**src/rtl/mole_spawner.sv**
```systemverilog
// rtl/mole_spawner.sv - whack-a-mole round engine: hole pick, up/gap timing, hit/miss, score and lives
// Optional macro MOLE_SPEEDUP_EN shortens the up window every fourth hit, down to UP_MIN.
module mole_spawner #(
    parameter int HOLES     = 8,
    parameter int UP_TICKS  = 1000,
    parameter int GAP_TICKS = 300,
    parameter int LIVES     = 3,
    parameter int TW        = 12,
    parameter int UP_MIN    = 200,
    parameter int UP_STEP   = 100
) (
    input  logic             clk,
    input  logic             rst_n,
    input  logic             tick,
    input  logic [4:0]       rand_word,
    input  logic             start,
    input  logic [HOLES-1:0] btn,
    output logic [HOLES-1:0] mole,
    output logic             hit,
    output logic             miss,
    output logic [7:0]       score,
    output logic [2:0]       lives,
    output logic             game_over
);

    localparam int IW = $clog2(HOLES);

    typedef enum logic [1:0] {
        S_IDLE,
        S_GAP,
        S_UP,
        S_OVER
    } state_t;

    state_t           state;
    logic [HOLES-1:0] btn_prev;
    logic [HOLES-1:0] press;
    logic [TW-1:0]    timer;
    logic             expire;
    logic [IW-1:0]    last_idx;
    logic [IW-1:0]    pick_raw;
    logic [IW-1:0]    pick;
    logic [7:0]       score_inc;
    logic [TW-1:0]    up_len;

    assign press    = btn & ~btn_prev;
    assign expire   = tick && (timer == TW'(1));
    assign pick_raw = IW'(rand_word % 5'(HOLES));

    // Never raise the same hole twice in a row.
    always_comb begin
        pick = pick_raw;
        if (pick_raw == last_idx) begin
            if (pick_raw == IW'(HOLES - 1))
                pick = '0;
            else
                pick = pick_raw + IW'(1);
        end
    end

    assign score_inc = (score == 8'hFF) ? score : score + 8'd1;

`ifndef MOLE_SPEEDUP_EN
    assign up_len = TW'(UP_TICKS);
`endif

    always_ff @(posedge clk or negedge rst_n) begin
        if (!rst_n) begin
            state     <= S_IDLE;
            mole      <= '0;
            hit       <= 1'b0;
            miss      <= 1'b0;
            score     <= 8'd0;
            lives     <= 3'(LIVES);
            game_over <= 1'b0;
            last_idx  <= '0;
            btn_prev  <= '0;
            timer     <= '0;
`ifdef MOLE_SPEEDUP_EN
            up_len    <= TW'(UP_TICKS);
`endif
        end else begin
            hit      <= 1'b0;
            miss     <= 1'b0;
            btn_prev <= btn;
            if (tick && timer != '0)
                timer <= timer - TW'(1);

            case (state)
                S_IDLE, S_OVER: begin
                    mole <= '0;
                    if (start) begin
                        state     <= S_GAP;
                        timer     <= TW'(GAP_TICKS);
                        score     <= 8'd0;
                        lives     <= 3'(LIVES);
                        game_over <= 1'b0;
`ifdef MOLE_SPEEDUP_EN
                        up_len    <= TW'(UP_TICKS);
`endif
                    end
                end

                S_GAP: begin
                    mole <= '0;
                    if (expire) begin
                        last_idx <= pick;
                        mole     <= HOLES'(1) << pick;
                        timer    <= up_len;
                        state    <= S_UP;
                    end
                end

                S_UP: begin
                    // A press on the mole wins even if it lands on the expiry tick.
                    if ((press & mole) != '0) begin
                        hit   <= 1'b1;
                        score <= score_inc;
                        mole  <= '0;
                        timer <= TW'(GAP_TICKS);
                        state <= S_GAP;
`ifdef MOLE_SPEEDUP_EN
                        if (score != 8'hFF && score_inc[1:0] == 2'b00) begin
                            if (up_len >= TW'(UP_MIN + UP_STEP))
                                up_len <= up_len - TW'(UP_STEP);
                            else
                                up_len <= TW'(UP_MIN);
                        end
`endif
                    end else if (press != '0 || expire) begin
                        miss  <= 1'b1;
                        lives <= lives - 3'd1;
                        mole  <= '0;
                        if (lives == 3'd1) begin
                            state     <= S_OVER;
                            game_over <= 1'b1;
                        end else begin
                            timer <= TW'(GAP_TICKS);
                            state <= S_GAP;
                        end
                    end
                end

                default: state <= S_IDLE;
            endcase
        end
    end

endmodule

```
**config.mk**
```make
export PLATFORM = sky130hd
export DESIGN_NAME = mole_spawner
export DESIGN_NICKNAME = d
export VERILOG_FILES = /design/src/rtl/mole_spawner.sv
export SDC_FILE = /design/constraint.sdc
export NUM_CORES = 1
export LEC_CHECK = 0
export ABC_AREA = 1
export CAP_MARGIN = 20
export CORE_MARGIN = 5
export CORE_UTILIZATION = 35
export CTS_CLUSTER_DIAMETER = 100
export DETAILED_ROUTE_END_ITERATION = 6
export DONT_BUFFER_PORTS = 1
export GPL_TIMING_DRIVEN = 0
export HOLD_SLACK_MARGIN = 0.06
export PLACE_DENSITY = 0.56
export SLEW_MARGIN = 15
export SYNTH_ARGS = -nofsm -noshare
export SYNTH_HDL_FRONTEND = slang
export SYNTH_SLANG_ARGS = --single-unit
```
**constraint.sdc**
```tcl
create_clock -name clk -period 2.5 [get_ports clk]
set_input_delay 0.75 -clock clk [delete_from_list [all_inputs] [get_ports clk]]
set_output_delay 0.75 -clock clk [all_outputs]
set_load 0.005 [all_outputs]
```
# Yosys cells after proc, flatten, opt, wreduce, memory -nomap -nowiden
# Cells that the tools add are included.
# Widths: inputs -> output; s select.
[word_totals]
out_inout_bits = 22
register_bits = 47
[op_classes]
addsub = 4
n_reduce_logical = 14
muxes = 37
eq_ne = 16
bitwise_logic = 3
n_shift = 1
[ops]
columns = ["cell", "n"]
rows = [
  ["$mux 12", 6],
  ["$mux 8", 6],
  ["$pmux 12 s3", 1],
  ["$pmux 8 s3", 1],
  ["$and 8x8->8", 2],
  ["$pmux 8 s2", 1],
  ["$reduce_bool 8->1", 2],
  ["$mux 3", 5],
  ["$ne 2x2->1 const B", 7],
  ["$eq 12x1->1 const B", 1],
  ["$reduce_bool 12->1", 1],
  ["$sub 12x1->12 const B", 1],
  ["$mux 2", 5],
  ["$mux 1", 9],
  ["$add 8x1->8 const B", 1],
  ["$eq 8x8->1 const B", 1],
  ["$not 8->8", 1],
  ["$reduce_and 4->1", 2],
  ["$shl 1x3->8 const A", 1],
  ["$pmux 2 s3", 1],
  ["$pmux 3 s2", 1],
  ["$reduce_and 5->1", 1],
  ["$eq 2x2->1 const B", 2],
  ["$add 3x1->3 const B", 1],
  ["other kinds (14)", 15],
]

# Longest topological paths before layout
# Gate-level depths: netlist of run 1.
[logic_depth]
ltp_word = 7
mapped_depth = 12
depth_no_buf = 12

# Worst setup path before layout of run 1
# Ideal clock, no wire load.
[synth_path]
path_kind = "input port to flip-flop"
startpoint = "in rand_word[0]"
endpoint = "reg mole[6]"
required_ns = 2.378
setup_slack_ns = 0.698
arrival_ns = 1.680
setup_time_ns = 0.122
path_stages = 8
path_cell_list = "ha_1 -> ha_1 -> nor2_1 -> inv_1 -> o21ai_1 -> inv_1 -> nand3_1 -> o21ai_1"
[synth_between]
elab_chain_len = 6
word_cells_on_any_way = 8
[synth_lines]
columns = ["item", "line_no", "source"]
rows = [
  ["start, declared", "15", "input logic [4:0] rand_word,"],
  ["$add 3x1->3 or $eq 3x3->1 (tied branches)", "57, 54", ""],
  ["$mux 3", "54", "if (pick_raw == IW'(HOLES - 1))"],
  ["$mux 3 *", "53", "if (pick_raw == last_idx) begin"],
  ["$shl 1x3->8 *", "108", "mole <= HOLES'(1) << pick;"],
  ["$mux 8 *", "106", "if (expire) begin"],
  ["$pmux 8 s3 *", "89", "case (state)"],
  ["end signal, assigned", "108", ""],
  ["end, declared", "18", "output logic [HOLES-1:0] mole,"],
]
# Every way passes the cells marked *; elsewhere a longest branch is shown, timed or not.
# A chain may end at the register's enable or synchronous reset.

# Final worst setup path of run 1
[layout_path]
startpoint = "reg state[0]"
endpoint = "reg score[6]"
[layout_between]
elab_chain_len = 4
word_cells_on_any_way = 10
[layout_lines]
columns = ["item", "line_no", "source"]
rows = [
  ["start, declared", "35", "state_t state;"],
  ["start signal, assigned", "69", "state <= S_IDLE;"],
  ["start signal, assigned", "93", "state <= S_GAP;"],
  ["start signal, assigned", "110", "state <= S_UP;"],
  ["$eq 2x2->1 or $logic_not 2->1 (tied branches)", "89", ""],
  ["$reduce_or 2->1", "89", ""],
  ["$ne 2x2->1 (no line) or $reduce_bool 2->1 (tied branches)", "--", ""],
  ["$reduce_and 4->1 (no line)", "--", ""],
  ["end signal, assigned", "118", "score <= score_inc;"],
  ["end, declared", "21", "output logic [7:0] score,"],
]
# Several ways; a longest one is shown, not always the timed one.

==> flow_summary.ini, run 1 <==
[setup_path]
cp.required_ns = 2.70
cp_max_fo = 10
cp-end-kind = flop
path_class = flop to flop
worstPathArrival_ns = 2.15
start_kind = flop

[synth]
mappedNetlistArea_mm2 = 0.002721
syn_nets = 392
synth_top_family_by_area = simple AND/OR/NAND/NOR gates
synth-compound-area-share_pct = 8.552
synth.distinct_cells = 29
synth-seq-cells = 47
synth_area_per_cell_um2 = 7.476
synthMuxAreaShare_pct = 0
yosysSeqAreaShare_pct = 43.31
syn_inst = 364
synth_xor_area_share_pct = 3.218
yosys.area_share.simple_pct = 32.00
ys_warn_count = 0
synth_fa_ha_area_share_pct = 5.057

[global_routing]
overflow = 0
grt_max_degree = 48
grt_pass1_wl_um = 10430
antenna_found_initial = 0
grt_pass1_vias = 2138
grt_usage_pct = 13.19

[die]
initial_core_util_pct = 35.59
die_area_mm2 = 0.009638
fp.dieW_um = 98.18
io_pins = 39
std_cell_rows = 32
die_h_um = 98.18
core-area_mm2 = 0.007647

[pwr]
p_per_area_mw_per_mm2 = 852.3
irDropWorstVdd_uv = 389.7
p_leak_uw = 0.001473
power_uw = 2501

[detailed_routing]
dr.first_iter.drc_count = 97
wirelength_um = 5949
drc = 0
detail_route.first_pass.iterations = 4
drt-wirelength-per-cell_um = 12.55
via_per_inst = 4.694
antenna_left = 0
vias = 2225

[clock_tree]
clockBufferDepth = 2
clock_latency_ns = 0.30
ctsHoldBuffers = 0
cts_resized = 0
clk_pin_slew_ns = 0.09
numCtsBuffers = 5
cts_tree = done
numClockSinks = 47
cts.root.buffer_cell = clkbuf_8
cts_setup_buffers = 0
htreeDepth = 2

[placed_design]
dp_hpwl_um = 4599
gp_congestion = 0.8760
io_buffers = 0
dp.cells = 466

[timing]
slew_headroom_pct = 66.86
timing.final.crit_share_pct = 78.31
rsz0062_at_grt = no
final_hold_viol_count = 0
min_period_ns = 1.958
fin_skew_ns = 0.009172
max_freq_mhz = 510.8
tightest_slew_ns = 0.4971
setup_viol = 0
tns_ns = 0
maxSlewViolCount = 0

[cells_and_area]
final_common_cell = nand2_1
final_cells = 474
area_growth_syn_to_layout_pct = 7.816
layout_common_cells = nand2_1 (103), dfrtp_1 (45), inv_1 (43)
diodes = 0
drive_gt1_share_pct = 10.48
final_nets = 399
nFillCells = 807

[run_status]
status = finished, final reports clean

[job]
cap_violations = 0

[worst_hold_path]
min_path_type = input pin to async pin
logic make-up after synthesis:
logic type | after synthesis
AO/OA/AOI/OAI | 43
XOR/XNOR | 10
adder cells (fa/ha/maj) | 11
buffers and inverters | 53
flip-flops | 47
AND/OR/NAND/NOR | 200
state kept, by name, summed over array words and instances (netlist names):
name,flops
timer,12
btn_prev,8
mole,8
score,8
last_idx,3
lives,3
state,2
game_over,1
hit,1
miss,1
final timing paths:
check                                        end                  from  slack [ns]  cells past startpoint
setup / recovery            score[6]$_DFFE_PN0P_  state[0]$_DFFE_PN0P_        0.54                     11
hold / removal              state[0]$_DFFE_PN0P_                 rst_n        0.14                      0
setup reg to reg            score[6]$_DFFE_PN0P_  state[0]$_DFFE_PN0P_        0.54                     11
hold reg to reg             lives[0]$_DFFE_PN1P_  lives[0]$_DFFE_PN1P_        0.52                      2
max in group asynchronous   lives[0]$_DFFE_PN1P_                 rst_n        2.18                      0
min in group clk           btn_prev[1]$_DFF_PN0_                btn[1]        0.47                      0
stage by stage:
step | util, % | setup slack, ns | cell area [um^2] | hold WS [ns]
6_report | 38.37 | 0.5422 | 2934 | 0.1391
4_1_cts | 38.37 | 0.5199 | 2934 | 0.1226
3_5_place_dp | 37.25 | 0.5429 | 2849 | 0.4559
2_1_floorplan | - | 0.6982 | 2721 | 0.4544
3_3_place_gp | 37.25 | 0.5530 | 2849 | 0.4557
5_1_grt | 38.37 | 0.2848 | 2934 | 0.1126
power breakdown:
part | internal, uW | total [uW] | switching (uW) | leakage, uW
clock network | 196 | 450 | 254 | 0.0000412
logic | 355 | 1040 | 680 | 0.000822
registers | 893 | 1020 | 122 | 0.000610
layout make-up:
| cell class | count | area (um^2) | share of cell area, % |
|---|---|---|---|
| plain buffers | 3 | 26.28 | 0.8955 |
| clock buffers | 6 | 72.57 | 2.473 |
| clock inverters | 2 | 12.51 | 0.4264 |
| inverters | 50 | 187.7 | 6.397 |
| multi-input cells | 264 | 1329 | 45.29 |
| flip-flops and latches | 47 | 1179 | 40.17 |
| well taps | 102 | 127.6 | 4.350 |
cell usage after synthesis, drive strengths merged:
cell type / instances / area [um^2]
nand2: 108 / 422.9
nand3b: 3 / 26.27
dfstp: 2 / 52.55
a31oi: 1 / 12.51
buf: 2 / 22.52
nor3: 2 / 10.01
or2: 5 / 31.28
ha: 11 / 137.6
clkbuf: 1 / 3.750
inv: 50 / 187.7
o21a: 1 / 7.510
nor2: 48 / 200.2
o21ai: 30 / 153.9
a21oi: 11 / 58.81
xnor2: 3 / 26.28
nand3: 30 / 155.1
nand4: 4 / 25.02
dfrtp: 45 / 1126
xor2: 7 / 61.31
critical path, cell delays in order (launching register included):
cell and delay (ns):
dfrtp_1 0.40, inv_1 0.06, ha_1 0.34, inv_1 0.13, nor2_1 0.09, nor2_2 0.18, inv_2 0.05, a31oi_2 0.19
nand2_2 0.14, buf_6 0.17, nand2_1 0.06, o21ai_1 0.06
metal layers:
layer / GRT usage (%) / wire length [um]
met5: 0 / 0
met4: 3.466 / 82
met3: 3.929 / 285
met2: 22.04 / 2849
met1: 16.70 / 2732
Power figures use the tool's default switching activity.
==> run 2, diff against run 1 <==
Clock period 2.5 ns to 1.9 ns, I/O delays scaled along.
==> flow_summary.ini, run 2 (same netlist as run 1, synthesis figures left out) <==
[global_routing]
overflow = 0
grt_usage_pct = 13.43
grt_pass1_wl_um = 10590
grt_pass1_vias = 2166
grt_max_degree = 46
antenna_found_initial = 0

[setup_path]
path_class = flop to flop
start_kind = flop
cp_max_fo = 10
cp_top_family = simple AND/OR/NAND/NOR gates
cp_cell_sequence = inv_2, ha_1, inv_1, nor2_1, nand3b_2, nand2_4, inv_2, buf_6, nand3b_1, nand2_1, nand2_1, nand3_1
crit_slowest_cell = dfrtp_1
slowest_delay_ns = 0.44
worstPathArrival_ns = 1.89
cp-end-kind = flop
cp.required_ns = 2.07
reg2reg_setup_slack_ns = 0.18
path_buf_inv = 4

[detailed_routing]
drt-wirelength-per-cell_um = 12.75
vias = 2236
via_per_inst = 4.668
drc = 0
detail_route.first_pass.iterations = 4
antenna_left = 0
wirelength_um = 6106
dr.first_iter.drc_count = 107

[pwr]
sw_frac_of_total_pct = 41.96
p_seq_share_pct = 38.3
irDropWorstVdd_uv = 542.0
internal_power_uw = 2020
power_uw = 3481
p_sw_uw = 1461
p_comb_share_pct = 44.6
pwr-share-clk_pct = 17.1
p_per_area_mw_per_mm2 = 1153
p_leak_uw = 0.001505

[cells_and_area]
regArea_mm2 = 0.001179
area_growth_syn_to_layout_pct = 10.99
layout_common_cells = nand2_1 (103), dfrtp_1 (45), inv_1 (41), nor2_1 (41), nand3_1 (29)
top_register = timer
final_cells = 479
post-route-util_pct = 39.50
largest_reg_flops = 12
diodes = 0
drive_gt1_share_pct = 12.73
multi_input_area_mm2 = 0.001358
final_nets = 404
final_common_cell = nand2_1
nFillCells = 799

[die]
die_area_mm2 = 0.009638
std_cell_rows = 32
io_pins = 39
initial_core_util_pct = 35.59
core-area_mm2 = 0.007647
die_h_um = 98.18
fp.dieW_um = 98.18

[job]
cap_violations = 0

[timing]
rsz0062_at_grt = yes
maxSlewViolCount = 0
final_hold_viol_count = 0
max_freq_mhz = 581.3
slew_headroom_pct = 67.56
tightest_slew_ns = 0.4866
min_period_ns = 1.720
setup_slack_ns = 0.1796
setup_viol = 0
fin_skew_ns = 0.008732
timing.final.crit_share_pct = 90.54

[clock_tree]
clock_latency_ns = 0.30
htreeDepth = 2
clockBufferDepth = 2
numCtsBuffers = 5
cts.root.buffer_cell = clkbuf_8
cts_tree = done
clk_pin_slew_ns = 0.09
numClockSinks = 47

[worst_hold_path]
min_path_type = input pin to async pin

[placed_design]
dp_hpwl_um = 4599
dp_worst_setup_slack_ns = -0.05714
io_buffers = 0
gp_congestion = 0.8760
dp.cells = 466

[run_status]
status = finished, final reports clean
[run 2: cell types whose count changed in the layout (fill, tap and decap cells not counted), sizes merged]
cell	before	now
buf	2	7
[run 2: area by class of cell]
type	count	area share (%)
Multi-Input combinational cell	264	44.95
Sequential cell	47	39.02
Inverter	50	6.214
Tap cell	102	4.225
Clock buffer	6	2.403
Timing Repair Buffer	5	1.906
Buffer	3	0.8699
Clock inverter	2	0.4142
[run 2: through the flow]
step                      hold slack [ns]  cell area, um^2  setup TNS (ns)
after floorplan                    0.2744             2721               0
after global placement             0.2757             2849         -0.2063
after CTS                         0.08837             2977               0
final                              0.1011             3020               0
after detailed placement           0.2759             2849         -0.2331
after global routing              0.07861             3020         -0.2159
[run 2: what timing repair did]
item                                   4_1_cts  5_1_grt
pin swaps                                    1        1
endpoints found under the hold margin       45        0
setup buffers                                2        2
setup endpoints to repair                    8       20
hold buffers                                 1        0
gates resized for setup                      0        6
[run 2: worst paths after layout]
kind                                       from                    end  depth (start not counted)
min in group clk                         btn[1]  btn_prev[1]$_DFF_PN0_                          0
setup / recovery             timer[0]$_DFF_PN0_     timer[5]$_DFF_PN0_                         12
max in group asynchronous                 rst_n     timer[2]$_DFF_PN0_                          1
hold reg to reg            lives[0]$_DFFE_PN1P_   lives[0]$_DFFE_PN1P_                          2
setup reg to reg             timer[0]$_DFF_PN0_     timer[5]$_DFF_PN0_                         12
hold / removal                            rst_n   lives[0]$_DFFE_PN1P_                          0
[run 2: per-layer routing]
| layer | up-vias | track usage, % | part of all wire (%) |
|---|---|---|---|
| li1 | 1165 | - | - |
| met1 | 1032 | 17.02 | 46 |
| met2 | 33 | 22.51 | 48 |
| met3 | 6 | 3.929 | 5.1 |
| met4 | 0 | 3.466 | 1.3 |
| met5 | - | 0 | 0 |
[run 2: power by group through the flow]
stage | combinational [uW] | sequential, uW | clock, uW
final | 1550 | 1330 | 594
after global routing | 1790 | 1370 | 661
after CTS | 1450 | 1330 | 620
after detailed placement | 1360 | 1360 | 0
after global placement | 1340 | 1360 | 0
after floorplan | 1110 | 1310 | 0
[run 2: worst reg2reg max path: stages (launching register included)]
cell and delay (ns):
dfrtp_1 0.44, inv_2 0.13, ha_1 0.15, inv_1 0.04, nor2_1 0.13, nand3b_2 0.12
nand2_4 0.13, inv_2 0.05, buf_6 0.13, nand3b_1 0.08, nand2_1 0.06, nand2_1 0.06
nand3_1 0.08
